[config.mk]
export PLATFORM = sky130hd
export DESIGN_NAME = vector_sub_seq_flat
export DESIGN_NICKNAME = d
export VERILOG_FILES = /design/src/rtl/vector_sub_seq_if.sv /design/src/rtl/vector_sub_seq.sv /design/src/flat_wrapper.sv
export SDC_FILE = /design/constraint.sdc
export NUM_CORES = 1
export LEC_CHECK = 0
export ABC_AREA = 1
export CAP_MARGIN = 20
export CORE_AREA = 5 5 300 302
export DETAILED_ROUTE_END_ITERATION = 16
export DIE_AREA = 0 0 305 307
export HOLD_SLACK_MARGIN = 0.05
export PLACE_DENSITY = 0.69
export SYNTH_ARGS = -nofsm -noshare
export SYNTH_HDL_FRONTEND = slang
export SYNTH_SLANG_ARGS = --single-unit
[constraint.sdc]
create_clock -name clk -period 2.9 [get_ports clk]
set_input_delay 0.725 -clock clk [delete_from_list [all_inputs] [get_ports clk]]
set_output_delay 0.725 -clock clk [all_outputs]
set_load 0.02 [all_outputs]
[src/rtl/vector_sub_seq_if.sv]
// Handshake bundle for vector_sub_seq: operand-side valid/ready with two
// LEN-element vectors, and result-side valid/ready with difference vector,
// per-element borrow flags and a busy indicator.
//   master : producer/consumer side (drives in_valid, a, b, out_ready)
//   slave  : the subtractor (drives in_ready, out_valid, diff, borrow, busy)
interface vector_sub_seq_if #(
  parameter int WIDTH = 32,
  parameter int LEN   = 8
);
  logic             in_valid;
  logic             in_ready;
  logic [WIDTH-1:0] a      [LEN-1:0];
  logic [WIDTH-1:0] b      [LEN-1:0];
  logic             out_valid;
  logic             out_ready;
  logic [WIDTH-1:0] diff   [LEN-1:0];
  logic [LEN-1:0]   borrow;
  logic             busy;

  modport master (
    output in_valid, a, b, out_ready,
    input  in_ready, out_valid, diff, borrow, busy
  );

  modport slave (
    input  in_valid, a, b, out_ready,
    output in_ready, out_valid, diff, borrow, busy
  );
endinterface

[src/rtl/vector_sub_seq.sv]
// Element-serial vector subtractor: diff[i] = a[i] - b[i] (mod 2^WIDTH), borrow[i] = a[i] < b[i].
// Latency: LEN cycles from input accept to out_valid; one vector pair per LEN+2 cycles sustained.
// Backpressure: result held stable in DONE while out_ready is low; in_ready low until handshake.
//
// Ports:
//   clk   - rising-edge clock
//   rst_n - asynchronous active-low reset
//   bus   - vector_sub_seq_if.slave: in_valid/in_ready + a/b operands,
//           out_valid/out_ready + diff/borrow results, busy (CALC or DONE)
module vector_sub_seq #(
  parameter int WIDTH = 32,
  parameter int LEN   = 8
) (
  input  logic          clk,
  input  logic          rst_n,
  vector_sub_seq_if.slave bus
);

  // A single-element vector still needs a 1-bit index register.
  localparam int               IDX_W    = (LEN > 1) ? $clog2(LEN) : 1;
  localparam logic [IDX_W-1:0] LAST_IDX = IDX_W'(LEN - 1);

  typedef enum logic [1:0] {
    IDLE = 2'd0,
    CALC = 2'd1,
    DONE = 2'd2
  } state_t;

  state_t           state_q, state_d;
  logic [IDX_W-1:0] idx_q, idx_d;

  logic [WIDTH-1:0] a_q    [LEN-1:0];
  logic [WIDTH-1:0] b_q    [LEN-1:0];
  logic [WIDTH-1:0] diff_q [LEN-1:0];
  logic [LEN-1:0]   borrow_q;

  logic             accept;
  logic             calc_en;
  logic             in_ready;
  logic             out_valid;
  logic             busy;

  logic [WIDTH-1:0] a_sel;
  logic [WIDTH-1:0] b_sel;
  logic [WIDTH:0]   sub_res;

  // The one shared subtractor. Zero-extending both operands by a bit makes
  // the top bit of the result the unsigned borrow (set exactly when a < b).
  assign a_sel   = a_q[idx_q];
  assign b_sel   = b_q[idx_q];
  assign sub_res = {1'b0, a_sel} - {1'b0, b_sel};

  // Next-state and handshake outputs. Outputs depend on state_q only, so
  // there is no combinational path from in_valid or out_ready.
  always_comb begin
    state_d   = state_q;
    idx_d     = idx_q;
    accept    = 1'b0;
    calc_en   = 1'b0;
    in_ready  = 1'b0;
    out_valid = 1'b0;
    busy      = 1'b0;

    unique case (state_q)
      IDLE: begin
        in_ready = 1'b1;
        if (bus.in_valid) begin
          accept  = 1'b1;
          idx_d   = '0;
          state_d = CALC;
        end
      end

      CALC: begin
        busy    = 1'b1;
        calc_en = 1'b1;
        if (idx_q == LAST_IDX) begin
          state_d = DONE;
        end else begin
          idx_d = idx_q + IDX_W'(1);
        end
      end

      DONE: begin
        busy      = 1'b1;
        out_valid = 1'b1;
        if (bus.out_ready) begin
          state_d = IDLE;
        end
      end

      default: begin
        state_d = IDLE;
      end
    endcase
  end

  // State, index, operand and result registers. Reset also clears the
  // result registers so an aborted operation leaves nothing visible.
  always_ff @(posedge clk or negedge rst_n) begin
    if (!rst_n) begin
      state_q  <= IDLE;
      idx_q    <= '0;
      borrow_q <= '0;
      for (int i = 0; i < LEN; i++) begin
        a_q[i]    <= '0;
        b_q[i]    <= '0;
        diff_q[i] <= '0;
      end
    end else begin
      state_q <= state_d;
      idx_q   <= idx_d;

      // Operands are sampled only on the accept edge; the inputs are free
      // to change afterwards.
      if (accept) begin
        for (int i = 0; i < LEN; i++) begin
          a_q[i] <= bus.a[i];
          b_q[i] <= bus.b[i];
        end
      end

      // One element per cycle; earlier elements of the previous result stay
      // visible until they are overwritten.
      if (calc_en) begin
        diff_q[idx_q]   <= sub_res[WIDTH-1:0];
        borrow_q[idx_q] <= sub_res[WIDTH];
      end
    end
  end

  assign bus.in_ready  = in_ready;
  assign bus.out_valid = out_valid;
  assign bus.busy      = busy;
  assign bus.diff      = diff_q;
  assign bus.borrow    = borrow_q;

endmodule

[src/flat_wrapper.sv]
// flat-port wrapper written by rule: the top's interface ports become plain ports
module vector_sub_seq_flat 
#(
  parameter int WIDTH = 32,
  parameter int LEN   = 8
)
  (clk, rst_n, bus_in_valid, bus_a, bus_b, bus_out_ready, bus_in_ready, bus_out_valid, bus_diff, bus_borrow, bus_busy);
  vector_sub_seq_if #(.WIDTH(WIDTH), .LEN(LEN)) bus_i ();
  input  logic clk;
  input  logic rst_n;
  input wire logic [$bits(bus_i.in_valid)-1:0] bus_in_valid;
  input wire logic [$bits(bus_i.a)-1:0] bus_a;
  input wire logic [$bits(bus_i.b)-1:0] bus_b;
  input wire logic [$bits(bus_i.out_ready)-1:0] bus_out_ready;
  output wire logic [$bits(bus_i.in_ready)-1:0] bus_in_ready;
  output wire logic [$bits(bus_i.out_valid)-1:0] bus_out_valid;
  output wire logic [$bits(bus_i.diff)-1:0] bus_diff;
  output wire logic [$bits(bus_i.borrow)-1:0] bus_borrow;
  output wire logic [$bits(bus_i.busy)-1:0] bus_busy;
  assign bus_i.in_valid = bus_in_valid;
  assign bus_i.a = {>>{bus_a}};
  assign bus_i.b = {>>{bus_b}};
  assign bus_i.out_ready = bus_out_ready;
  assign bus_in_ready = bus_i.in_ready;
  assign bus_out_valid = bus_i.out_valid;
  assign bus_diff = {>>{bus_i.diff}};
  assign bus_borrow = bus_i.borrow;
  assign bus_busy = bus_i.busy;
  vector_sub_seq #(.WIDTH(WIDTH), .LEN(LEN)) u_core (.clk(clk), .rst_n(rst_n), .bus(bus_i));
endmodule
-- After elaboration in Yosys (flattened, before gate mapping)
Cells that the tools add are included.
- add/sub/neg operators: 2
- $lt $le $gt $ge: 2
- equality and inequality tests: 7
- muxes and demuxes: 23
- reductions and logical operators: 6
- operators by type and width (kind ; number):
    $bwmux 256 ; 1
    $bmux 32 s3 ; 2
    $demux 32 s3 ; 1
    $mux 32 ; 3
    $sub 32x32->33 ; 1
    $bwmux 8 ; 1
    $mux 1 ; 7
    $mux 2 ; 3
    $mux 3 ; 2
    $ne 2x2->1 const B ; 3
    $pmux 2 s3 ; 1
    $pmux 3 s2 ; 1
    $reduce_and 3->1 ; 2
    $lt 3x4->1 const B ; 1
    $add 3x1->3 const B ; 1
    $demux 1 s3 ; 1
    $eq 3x3->1 const B ; 1
    $ge 3x1->1 const B ; 1
    $eq 2x1->1 const B ; 1
    $eq 2x2->1 const B ; 1
    $logic_not 2->1 ; 1
    $ne 2x1->1 const B ; 1
    $reduce_bool 2->1 ; 1
    $reduce_or 2->1 ; 1
    $logic_and 1x1->1 ; 1
- bits in registers: 781
- input bits: 516
- word-level logic and storage cells: 67

-- Logic depth before layout (Yosys ltp)
Gate-level depths: netlist of the first run.
- depth after elaboration: 5
- mapped depth: 22
- depth with buffers taken out: 20

-- Least setup slack after synthesis of the first run
Ideal clock, no wire load.
- path type: register -> register
- from: register u_core.idx_q[0]
- to: register u_core.diff_q, in the netlist u_core.bus.diff[16]
- setup time: 0.066 ns
- arrival: 2.860 ns
- data required time: 2.834 ns
- path slack: -0.026 ns
- cell stages (with the launch flop): 20
- buffers on the path: 4
- path through: dfrtp_1 -> buf_2 -> buf_2 -> buf_4 -> buf_2 -> o21ai_0 -> o2111ai_1 -> ha_1 -> fa_1 -> inv_1 -> nand3_1 -> nand3_1 -> nand2_1 -> nand2_1 -> inv_1 -> nor2_1 -> nor2_1 -> nand2_1 -> nand3_1 -> nand2_1
- cells in the longest elaborated chain, start to end: 5
- elaborated cells between the ends (all ways): 11
- those cells by class: add/sub (1); order compare (2); mux (7); reduce/logical (1)
- RTL lines (element ; RTL line ; text):
    from (decl) ; vector_sub_seq.sv:30 ; logic [IDX_W-1:0] idx_q, idx_d;
    from (signal assigned) ; vector_sub_seq.sv:112 ; idx_q <= idx_d;
    branches (longest 4 deep; another with $sub 32x32->33) ; n/a ;
    $bwmux 256 (*) ; vector_sub_seq.sv:126 ; diff_q[idx_q] <= sub_res[WIDTH-1:0];
    to (signal, indexed assignment) ; vector_sub_seq.sv:126 ;
    to (decl) ; vector_sub_seq.sv:34 ; logic [WIDTH-1:0] diff_q [LEN-1:0];
Every way passes the cells marked *. The select of a mux whose other input is x is not followed.
A chain may end at the register's enable or synchronous reset.

-- Worst setup path in the final report of the first run
- from: register u_core.idx_q[0]
- to: register u_core.diff_q, in the netlist u_core.bus.diff[57]
Same word-level chain as after synthesis.

==> qor.yml, run 1 <==
timing:
  max_slew_margin_pct: 36.8
  finalCritPeriodShare_pct: 111
  max_freq_mhz: 310
  finClkSkew_ps: 46.0
  timing.hold.ws_ps: 471
  hold_viol_final: 0
  max_slew.worst_pin.slew_ps: 949
  fin_crit_ps: 3230
  rsz0062_at_grt: "yes"
  maxSlewViolCount: 0
  worst_slack_ps: -328
  finalSetupViolCount: 232
synthesis:
  synth_area_um2: 35200
  ys_ff_latch: 781
  seq_area_frac_synth_pct: 55.5
  synth_cells: 3460
  synth_cell_types: 38
  syn_nets: 4014
  synth_area_per_cell_um2: 10.2
  yosysWarnings: 0
global_route:
  grt_antenna_before_repair: 32
  first_global_vias: 30800
  grt-ovfl-total: 0
  grt_pass1_wl_mm: 198
  grt_usage_pct: 27.9
  grt_max_degree: 101
cts:
  h-tree-depth: 3
  cts.path.max_buffers: 3
  numCtsBuffers: 86
  clk_latency_ps: 640
  cts_tree: "done"
  clk_pin_slew_ps: 60
  cts_num_sinks: 781
  cts_root_buf: "clkbuf_16"
routing:
  wl_mm: 137
  drt_iter0_drc: 2478
  num_vias: 30400
  drt-vias-per-instance: 5.31
  dr.pass1.iters: 5
  drc: 0
  ant_nets: 0
  wire_per_inst_um: 23.9
worst_setup_path:
  cp_slowest_stage_delay_ps: 500
  end_kind: "flip-flop"
  crit_arrival_ps: 3790
  crit_top_cell: "buf_12"
  crit_family: "simple AND/OR/NAND/NOR gates"
  path_buf_inv: 6
  worst_path_max_delay_cell: "dfrtp_4"
  cp_max_fo: 8
  startpoint_type: "flip-flop"
  critPathKind: "flip-flop to flip-flop"
  cp_cell_sequence: "buf_12, buf_12, buf_12, clkbuf_16, nor2_4, nor2_1, o21ai_1, o2111ai_4, ha_4, nand2_4, nor2_4, buf_6, nand2_4, nor2_4, nand2_2, nand4_1, buf_12, nand3_1, nand2_1"
  required_ps: 3460
placed_design:
  io_buffers: 782
  post-place-cells: 5516
  gp_congestion: 0.899
  dpl.hpwl_mm: 103
  dpl_cell_area_um2: 46600
floorplanning:
  rows: 109
  core_um2: 87400
  ios: 783
  die_area_um2: 93600
  die_w_um: 305
  initial_core_util_pct: 40.3
  die_h_um: 307
final_layout:
  syn_to_final_growth_pct: 48.7
  fin_nets: 5028
  fin_cells: 5729
  design_area_um2: 52400
  drive_gt1_share_pct: 30.7
outcome:
  violations: "negative setup slack"
  status: "finished, violations left"
worst_hold_path:
  hold_path.class: "flip-flop to flip-flop"
job:
  cap_violations: 0
[final timing paths]
path                                             end                from  slack [ps]  cells after the start
min in group asynchronous             u_core.b_q[34]               rst_n         610                      2
worst min register to register    u_core.bus.diff[2]  u_core.bus.diff[2]         470                      2
worst max-delay path             u_core.bus.diff[57]     u_core.idx_q[0]        -330                     19
worst min-delay path              u_core.bus.diff[2]  u_core.bus.diff[2]         470                      2
max in group asynchronous       u_core.bus.diff[102]               rst_n        1270                      3
worst max register to register   u_core.bus.diff[57]     u_core.idx_q[0]        -330                     19
[state kept, by name, indices dropped and copies added, names as in the netlist]
signal and count:
u_core.state_q 2, u_core.idx_q 3, u_core.b_q 256, u_core.bus.borrow 8
u_core.a_q 256, u_core.bus.diff 256
[metal layers]
layer  up-vias  wire, um  global-route usage, %
li1      13700         -                      -
met1     15100     54000                   34.7
met2      1248     65400                   46.5
met3       331     10600                   7.12
met4        24      6810                   12.1
met5         -       164                      0
[cell usage in the layout (no fill, tap or decap), drive strengths merged]
cell,instances
buf,317
diode,21
nor2,477
o221ai,1
dlygate4sd3,1
clkdlybuf4s50,781
o21ai,336
inv,144
or2,1
clkinvlp,1
o21bai,4
clkinv,18
mux2,511
a21o,1
and2,1
bufinv,3
o32ai,31
xnor2,12
ha,37
fa,1
nand3b,5
nor3,5
nand3,165
a21oi,23
dfrtp,781
o2111ai,31
xor2,2
clkbuf,138
nand2,678
o22ai,30
bufbuf,2
nand4,5
[cell families (layout without fill, tap and decap cells)]
| kind of cell | Yosys count | count (layout) | share of synthesized area (%) |
|---|---|---|---|
| AOI/OAI and AO/OA | 457 | 457 | 7.38 |
| buffers and inverters | 322 | 1405 | 3.77 |
| muxes | 511 | 511 | 16.3 |
| xor gates and xnor gates | 14 | 14 | 0.444 |
| other | 0 | 21 | 0 |
| adders and majority gates | 38 | 38 | 1.37 |
| and+or+nand+nor | 1337 | 1337 | 15.2 |
| DFF | 781 | 781 | 55.5 |
[synth_stat cells]
cell type | n | area share [%]
inv_2 | 11 | 0.12
o32ai_1 | 31 | 0.77
o21bai_1 | 2 | 0.043
clkbuf_1 | 87 | 0.93
xor2_4 | 1 | 0.078
xnor2_1 | 11 | 0.27
fa_1 | 1 | 0.057
ha_1 | 37 | 1.3
buf_4 | 3 | 0.064
nand3_2 | 7 | 0.20
dfrtp_1 | 781 | 55
nor3_1 | 5 | 0.071
nand2_2 | 17 | 0.30
o2111ai_1 | 31 | 0.77
nand3_1 | 158 | 2.2
mux2_2 | 511 | 16
o21ai_1 | 14 | 0.20
buf_1 | 7 | 0.075
o221ai_1 | 1 | 0.025
buf_2 | 88 | 1.2
and2_1 | 1 | 0.018
nand4_1 | 3 | 0.053
xor2_2 | 1 | 0.046
inv_1 | 126 | 1.3
o21ai_0 | 322 | 4.6
nor2_2 | 5 | 0.089
xnor2_2 | 1 | 0.046
or2_2 | 1 | 0.018
o22ai_1 | 30 | 0.53
a21oi_2 | 1 | 0.025
nand3b_1 | 4 | 0.085
nand2_1 | 661 | 7.0
nand4_2 | 2 | 0.071
o21bai_4 | 2 | 0.11
a21oi_1 | 22 | 0.31
nor2_1 | 472 | 5.0
a21o_1 | 1 | 0.021
nand3b_2 | 1 | 0.032
[tightest hold or removal path, delay by kind of cell, from the launching register on]
family,cells,cell delay [ps]
flops,1,340
simple gates,2,110
[stage by stage]
| stage | TNS, ps | setup slack [ps] | util, % |
|---|---|---|---|
| global route | -74980 | -411 | 59.9 |
| finish | -44320 | -328 | 59.9 |
| global placement | -153740 | -920 | 53.3 |
| floorplan | 0 | 19.0 | - |
| detailed placement | -155650 | -895 | 53.3 |
| CTS | -53090 | -323 | 58.2 |
[area by class of cell]
class	instances	area (um2)
fill	7237	35000
inverter	137	531
multi-input combinational	2357	16500
antenna	21	52.6
clock buffer	131	2560
tap	1165	1460
timing repair buffer	1108	11400
clock inverter	26	285
timing repair inverter	3	33.8
sequential	781	19600
[repair_timing]
item / 4_1_cts / 5_1_grt
hold buffers: 1 / 0
setup buffers: 9 / 16
endpoints found under the setup margin: 248 / 249
gates cloned: 6 / 6
pin swaps: 60 / 134
gates resized for setup: 292 / 319
endpoints found under the hold margin: 28 / 0
Power of run 1 is not shown: default switching activity piles up to over one toggle a cycle in this logic, so the estimate is an artifact.
==> run 2: changes to the inputs <==
Settings changed: CORE_AREA 5 5 300 302 to 5 5 305 307, DIE_AREA 0 0 305 307 to 0 0 310 312, GPL_TIMING_DRIVEN set to 0, PLACE_DENSITY 0.69 to unset.
Clock period 2.9 ns to 3.5 ns, I/O delays scaled along.
==> run 2 against run 1 <==
The run now ends clean. Clock skew decreased by 12 ps. Critical path depth decreased by 2. Non-clock buffer count decreased by 88. Register-to-register slack improved by 420 ps. Count of clock-buffer cells in the layout decreased by 5. Utilization decreased by 3.9 points. Routed wire length increased by 10%. Final area decreased by 4.1%. Cell count decreased by 0.82%. Die area increased by 3.3%. Worst hold slack got worse by 250 ps. Sequential cell count unchanged. Critical path type unchanged. Critical endpoint is now u_core.bus.diff[27]. Largest cell class unchanged.
==> qor.yml, run 2 (synthesis gave the netlist of run 1 again) <==
worst_setup_path:
  startpoint_type: "flip-flop"
  worstReg2RegStart: "u_core.idx_q[0]"
  crit_arrival_ps: 3910  # +120 ps
  required_ps: 4010  # +550 ps
  reg2reg_slack_ps: 90  # +420 ps
  ff2ff_path_depth: 17  # -2
  critPathKind: "flip-flop to flip-flop"
  end_kind: "flip-flop"
  cp_max_fo: 10  # +2
  r2r_end: "u_core.bus.diff[27]"
pwr:
  comb_power_share_pct: 61.3
  sw_frac_of_total_pct: 47.5
  peakVddDrop_mv: 1.01
  intPower_mw: 34.0
  switchingPower_mw: 30.8
  pwr-share-seq_pct: 23.9
  leakagePower_nw: 22.2
  powerDensity_nw_per_um2: 1290
  p_clk_share_pct: 14.8
placed_design:
  post-place-cells: 5432  # -1.5%
  io_buffers: 782  # unchanged
  gp_congestion: 0.896  # -0.38%
  dpl.hpwl_mm: 118  # +14%
  post-place-ws_ps: -1670  # -778 ps
floorplanning:
  ios: 783  # unchanged
  rows: 110  # +0.92%
  initial_core_util_pct: 39.3  # -1.0 points
  die_w_um: 310  # +1.6%
  die_area_um2: 96700  # +3.3%
  core_um2: 89700  # +2.6%
  die_h_um: 312  # +1.6%
cts:
  holdBufCountCts: 0  # -1
  numCtsBuffers: 88  # +2.3%
  cts.path.max_buffers: 3  # unchanged
  cts_root_buf: "clkbuf_16"
  clk_pin_slew_ps: 60  # about the same
  h-tree-depth: 3  # unchanged
  cts_num_sinks: 781  # unchanged
  cts_tree: "done"
  clk_latency_ps: 650  # about the same
final_layout:
  fillers: 8065  # +11%
  multi_input_area_um2: 16000  # -3.3%
  syn_to_final_growth_pct: 42.7
  fin_nets: 4939  # -1.8%
  regArea_um2: 19500  # about the same
  final_common_cell: "clkdlybuf4s50_1"
  final_cell_mix: "clkdlybuf4s50_1, dfrtp_1, nand2_1"
  fin_cells: 5682  # -0.82%
  drive_gt1_share_pct: 24.9  # -5.9 points
worst_hold_path:
  hold_path.class: "primary input to asynchronous set/reset pin"
routing:
  num_vias: 30500  # +0.25%
  drc: 0  # unchanged
  drt-vias-per-instance: 5.36  # +1.1%
  ant_nets: 0  # unchanged
  wl_mm: 151  # +10%
  wire_per_inst_um: 26.6  # +11%
  dr.pass1.iters: 8  # +3
  drt_iter0_drc: 2218  # -10%
global_route:
  grt_usage_pct: 30.2  # +2.3 points
  grt_max_degree: 117  # +16%
  grt_pass1_wl_mm: 214  # +8.3%
  first_global_vias: 30800  # -0.18%
  grt_antenna_before_repair: 80  # +150%
  grt-ovfl-total: 0  # unchanged
timing:
  finClkSkew_ps: 33.9  # -12.1 ps
  max_freq_mhz: 293  # -5.3%
  finalSetupViolCount: 0  # -100%
  finalCritPeriodShare_pct: 97.4  # -14 points
  rsz0062_at_grt: "yes"
  worst_slack_ps: 91.5  # +419 ps
  hold_viol_final: 0  # unchanged
  maxSlewViolCount: 0  # unchanged
  max_slew_margin_pct: 44.1  # +7.4 points
  fin_crit_ps: 3410  # +181 ps
  max_slew.worst_pin.slew_ps: 834  # -114 ps
job:
  cap_violations: 0  # unchanged
outcome:
  status: "complete, no violations"
## run 2: cell count changes in the layout (fill, tap and decap cells not counted), sizes merged, moves of 2 or more
| cell | before | now |
|---|---|---|
| bufinv | 3 | 6 |
| inv | 144 | 138 |
| bufbuf | 2 | 0 |
| diode | 21 | 56 |
| clkinvlp | 1 | 3 |
| buf | 317 | 161 |
| clkbuf | 138 | 204 |
## run 2: per-stage QoR
step           power [mW]  instance area [um2]  TNS, ps  util (%)  hold slack [ps]
2_1_floorplan        32.8                35200        0         -              474
5_1_grt              68.1                50200     -806      56.0              266
4_1_cts              61.1                49200        0      54.8              236
3_3_place_gp         45.9                44500        -      49.6              458
6_report             64.8                50300        0      56.0              223
3_5_place_dp         47.6                44800  -329200      49.9              461
## run 2: cell type report
| cell class | count | area share [%] |
|---|---|---|
| Sequential cell | 781 | 38.9 |
| Multi-Input combinational cell | 2357 | 31.8 |
| Timing Repair Buffer | 835 | 16.8 |
| Clock buffer | 126 | 5.16 |
| Tap cell | 1176 | 2.93 |
| Buffer | 185 | 2.26 |
| Inverter | 137 | 1.04 |
| Clock inverter | 29 | 0.814 |
| Antenna cell | 56 | 0.279 |
## run 2: what timing repair did
action | in CTS | in global routing
endpoints found under the setup margin | 264 | 216
hold endpoints to repair | 0 | 0
pin swaps | 31 | 73
buffers inserted | 17 | 22
gates resized for setup | 280 | 191
## run 2: worst max path at each step
stage	from	slack (ps)	depth (start not counted)	to
floorplan	u_core.idx_q[0]	570	19	u_core.bus.diff[16]
global placement	rst_n	-35220	1	u_core.a_q[111]
detailed placement	u_core.idx_q[0]	-1670	15	u_core.bus.diff[71]
CTS	u_core.idx_q[1]	0.9	18	u_core.bus.diff[223]
global route	u_core.idx_q[0]	-40	20	u_core.bus.diff[221]
finish	u_core.idx_q[0]	90	17	u_core.bus.diff[27]
## run 2: critical path: stages (launching register included)
cell and delay, ps:
dfrtp_2 470, inv_2 140, buf_8 190, buf_12 190
buf_6 180, nor2_1 90, o32ai_4 350, nor2_4 100
ha_4 280, nand2_1 100, inv_1 60, nand2_1 60
nand2_1 70, nand3b_1 320, nand2_1 230, nand3_4 230
nand3_2 130, nand2_1 50
## run 2: layer usage
metal | GRT usage (%) | routed length (um) | vias to the layer above
met4 | 11.1 | 6130 | 46
met3 | 7.67 | 12200 | 294
met2 | 50.4 | 72600 | 1249
met5 | 0 | 305 | -
met1 | 38.1 | 59700 | 15300
li1 | - | - | 13600
## run 2: power by group through the flow
stage	Combinational (mW)	Clock, mW	Sequential (mW)
floorplan	17.0	0	15.8
global placement	30.3	0	15.6
finish	39.7	9.58	15.5
global route	42.2	10.0	15.9
detailed placement	32.1	0	15.5
CTS	36.0	9.70	15.4
Note: power is estimated with default switching activity, not from simulation.
==> run 3: changes to the inputs <==
Settings changed: CAP_MARGIN 20 to 40.
==> run 3 against run 2 <==
Clock power increased by 2.7%. Setup slack got worse by 34 ps. Worst hold slack improved by 13 ps. Cell count about the same. Routed wire length decreased by 0.32%. Sequential cell count unchanged. Global-route usage decreased by 0.052 points. Register-to-register slack got worse by 30 ps.
==> qor.yml, run 3 (synthesis gave the netlist of run 1 again) <==
outcome:
  status: "complete, no violations"
routing:
  dr.pass1.iters: 5  # -3
  met3_length_mm: 12.5  # +2.7%
  num_vias: 30300  # -0.62%
  met1_length_mm: 59.0  # -1.2%
  drt_iter0_drc: 2360  # +6.4%
  ant_nets: 0  # unchanged
  wl_met2_mm: 72.2  # -0.55%
  wl_mm: 150  # -0.32%
  drt-vias-per-instance: 5.33  # -0.59%
  top_layer: "met5"
  wire_per_inst_um: 26.5  # -0.29%
  drc: 0  # unchanged
placed_design:
  dpl_cell_area_um2: 44800  # about the same
  post-place-ws_ps: -1610  # +63.9 ps
  dpl.hpwl_mm: 118  # +0.24%
  io_buffers: 782  # unchanged
  gp_congestion: 0.896  # unchanged
cts:
  cts_root_buf: "clkbuf_16"
  h-tree-depth: 3  # unchanged
  clk_latency_ps: 650  # about the same
  cts.path.max_buffers: 3  # unchanged
  numCtsBuffers: 88  # unchanged
  clk_pin_slew_ps: 60  # about the same
  cts_tree: "done"
  holdBufCountCts: 0  # unchanged
  cts_num_sinks: 781  # unchanged
timing:
  rsz0062_at_grt: "yes"
  finClkSkew_ps: 30.8  # -3.10 ps
  max_slew.worst_pin.slew_ps: 862  # +27.4 ps
  max_slew_margin_pct: 42.3  # -1.8 points
  finalSetupViolCount: 0  # unchanged
  timing.hold.ws_ps: 236  # +13.1 ps
  worst_slack_ps: 57.9  # -33.6 ps
  hold_viol_final: 0  # unchanged
  maxSlewViolCount: 0  # unchanged
  finalCritPeriodShare_pct: 98.3  # +0.96 points
  max_freq_mhz: 291  # -0.98%
  tns_ps: 0  # unchanged
  fin_crit_ps: 3440  # +33.6 ps
floorplanning:
  rows: 110  # unchanged
  ios: 783  # unchanged
  die_area_um2: 96700  # unchanged
  die_w_um: 310  # unchanged
  initial_core_util_pct: 39.3  # unchanged
  die_h_um: 312  # unchanged
  core_um2: 89700  # unchanged
worst_setup_path:
  startpoint_type: "flip-flop"
  critPathKind: "flip-flop to flip-flop"
  crit_arrival_ps: 3970  # +60 ps
  end_kind: "flip-flop"
  required_ps: 4030  # +20 ps
  cp_max_fo: 10  # unchanged
final_layout:
  drive_gt1_share_pct: 24.1  # -0.76 points
  fillers: 7989  # -0.94%
  regArea_um2: 19500  # unchanged
  syn_to_final_growth_pct: 42.3
  multi_input_area_um2: 15800  # -0.95%
  final_cell_mix: "clkdlybuf4s50_1, dfrtp_1, nand2_1"
  design_area_um2: 50200  # -0.24%
  fin_nets: 4934  # -0.10%
  final_common_cell: "clkdlybuf4s50_1"
global_route:
  grt-ovfl-total: 0  # unchanged
  first_global_vias: 30700  # -0.094%
  grt_antenna_before_repair: 80  # unchanged
  grt_pass1_wl_mm: 214  # -0.32%
  grt_max_degree: 117  # unchanged
  grt_usage_pct: 30.2  # -0.052 points
pwr:
  leakagePower_nw: 22.2  # -0.14%
  peakVddDrop_mv: 0.984  # -2.3%
  powerDensity_nw_per_um2: 1280  # -0.52%
worst_hold_path:
  hold_path.class: "primary input to asynchronous set/reset pin"
job:
  cap_violations: 0  # unchanged
## run 3: cell count changes in the layout (fill, tap and decap cells not counted), sizes merged
| cell | previous run | this run |
|---|---|---|
| clkbuf | 204 | 209 |
| bufinv | 6 | 10 |
| buf | 161 | 153 |
| clkinvlp | 3 | 4 |
| clkinv | 19 | 13 |
| diode | 56 | 58 |
## run 3: per-stage QoR
step,power (mW),utilization (%),std cells
finish,64.3,55.9,5680
detailed placement,47.8,50.0,5436
floorplan,32.8,-,3460
global route,67.7,55.9,5665
global placement,45.9,49.6,5418
CTS,61.9,55.0,5609
## run 3: power breakdown
group | switching (mW) | internal (mW) | leakage, nW
clock | 3.95 | 5.89 | 1.50
sequential | 2.38 | 13.1 | 9.59
combinational | 23.9 | 15.0 | 11.1
## run 3: path summary, 6_finish.rpt
check | from | end | slack [ps] | depth (start not counted)
min in group clk | u_core.bus.diff[34] | u_core.bus.diff[34] | 480 | 2
worst max-delay path | u_core.idx_q[1] | u_core.bus.diff[178] | 60 | 18
worst min-delay path | rst_n | u_core.bus.diff[230] | 240 | 1
worst min register to register | u_core.bus.diff[34] | u_core.bus.diff[34] | 480 | 2
worst max register to register | u_core.idx_q[1] | u_core.bus.diff[178] | 60 | 18
max in group asynchronous | rst_n | u_core.a_q[16] | 1160 | 4
## run 3: cell type report
type                       count  share of cell area (%)
antenna                       58                   0.289
buffer                       183                    2.20
clock buffer                 128                    5.15
clock inverter                28                    1.00
inverter                     137                    1.05
multi-input combinational   2357                    31.6
sequential                   781                    39.0
tap                         1176                    2.93
timing repair buffer         832                    16.8
## run 3: worst max-delay path: stages, from the launching register on
cell and delay, ps:
dfrtp_2 470, nand2_8 150, clkinvlp_4 100, buf_4 170
clkbuf_4 240, o21ai_0 130, o22ai_2 320, nor2_2 120
ha_1 370, nand2_1 160, inv_1 50, nand2_1 90
nand2_1 60, nand2_1 70, nand3_2 150, nand3_1 190
nand3b_4 200, nand3_1 170, nand2_1 60
## run 3: what timing repair did
action	4_1_cts	5_1_grt
setup endpoints to repair	264	189
endpoints found under the hold margin	0	0
pin swaps	28	31
gates resized for setup	282	149
setup buffers	19	13
## run 3: per-layer routing
layer | track usage [%] | up-vias
met1 | 37.6 | 15100
met3 | 8.00 | 310
li1 | - | 13600
met2 | 49.9 | 1258
met5 | 0 | -
met4 | 12.6 | 42
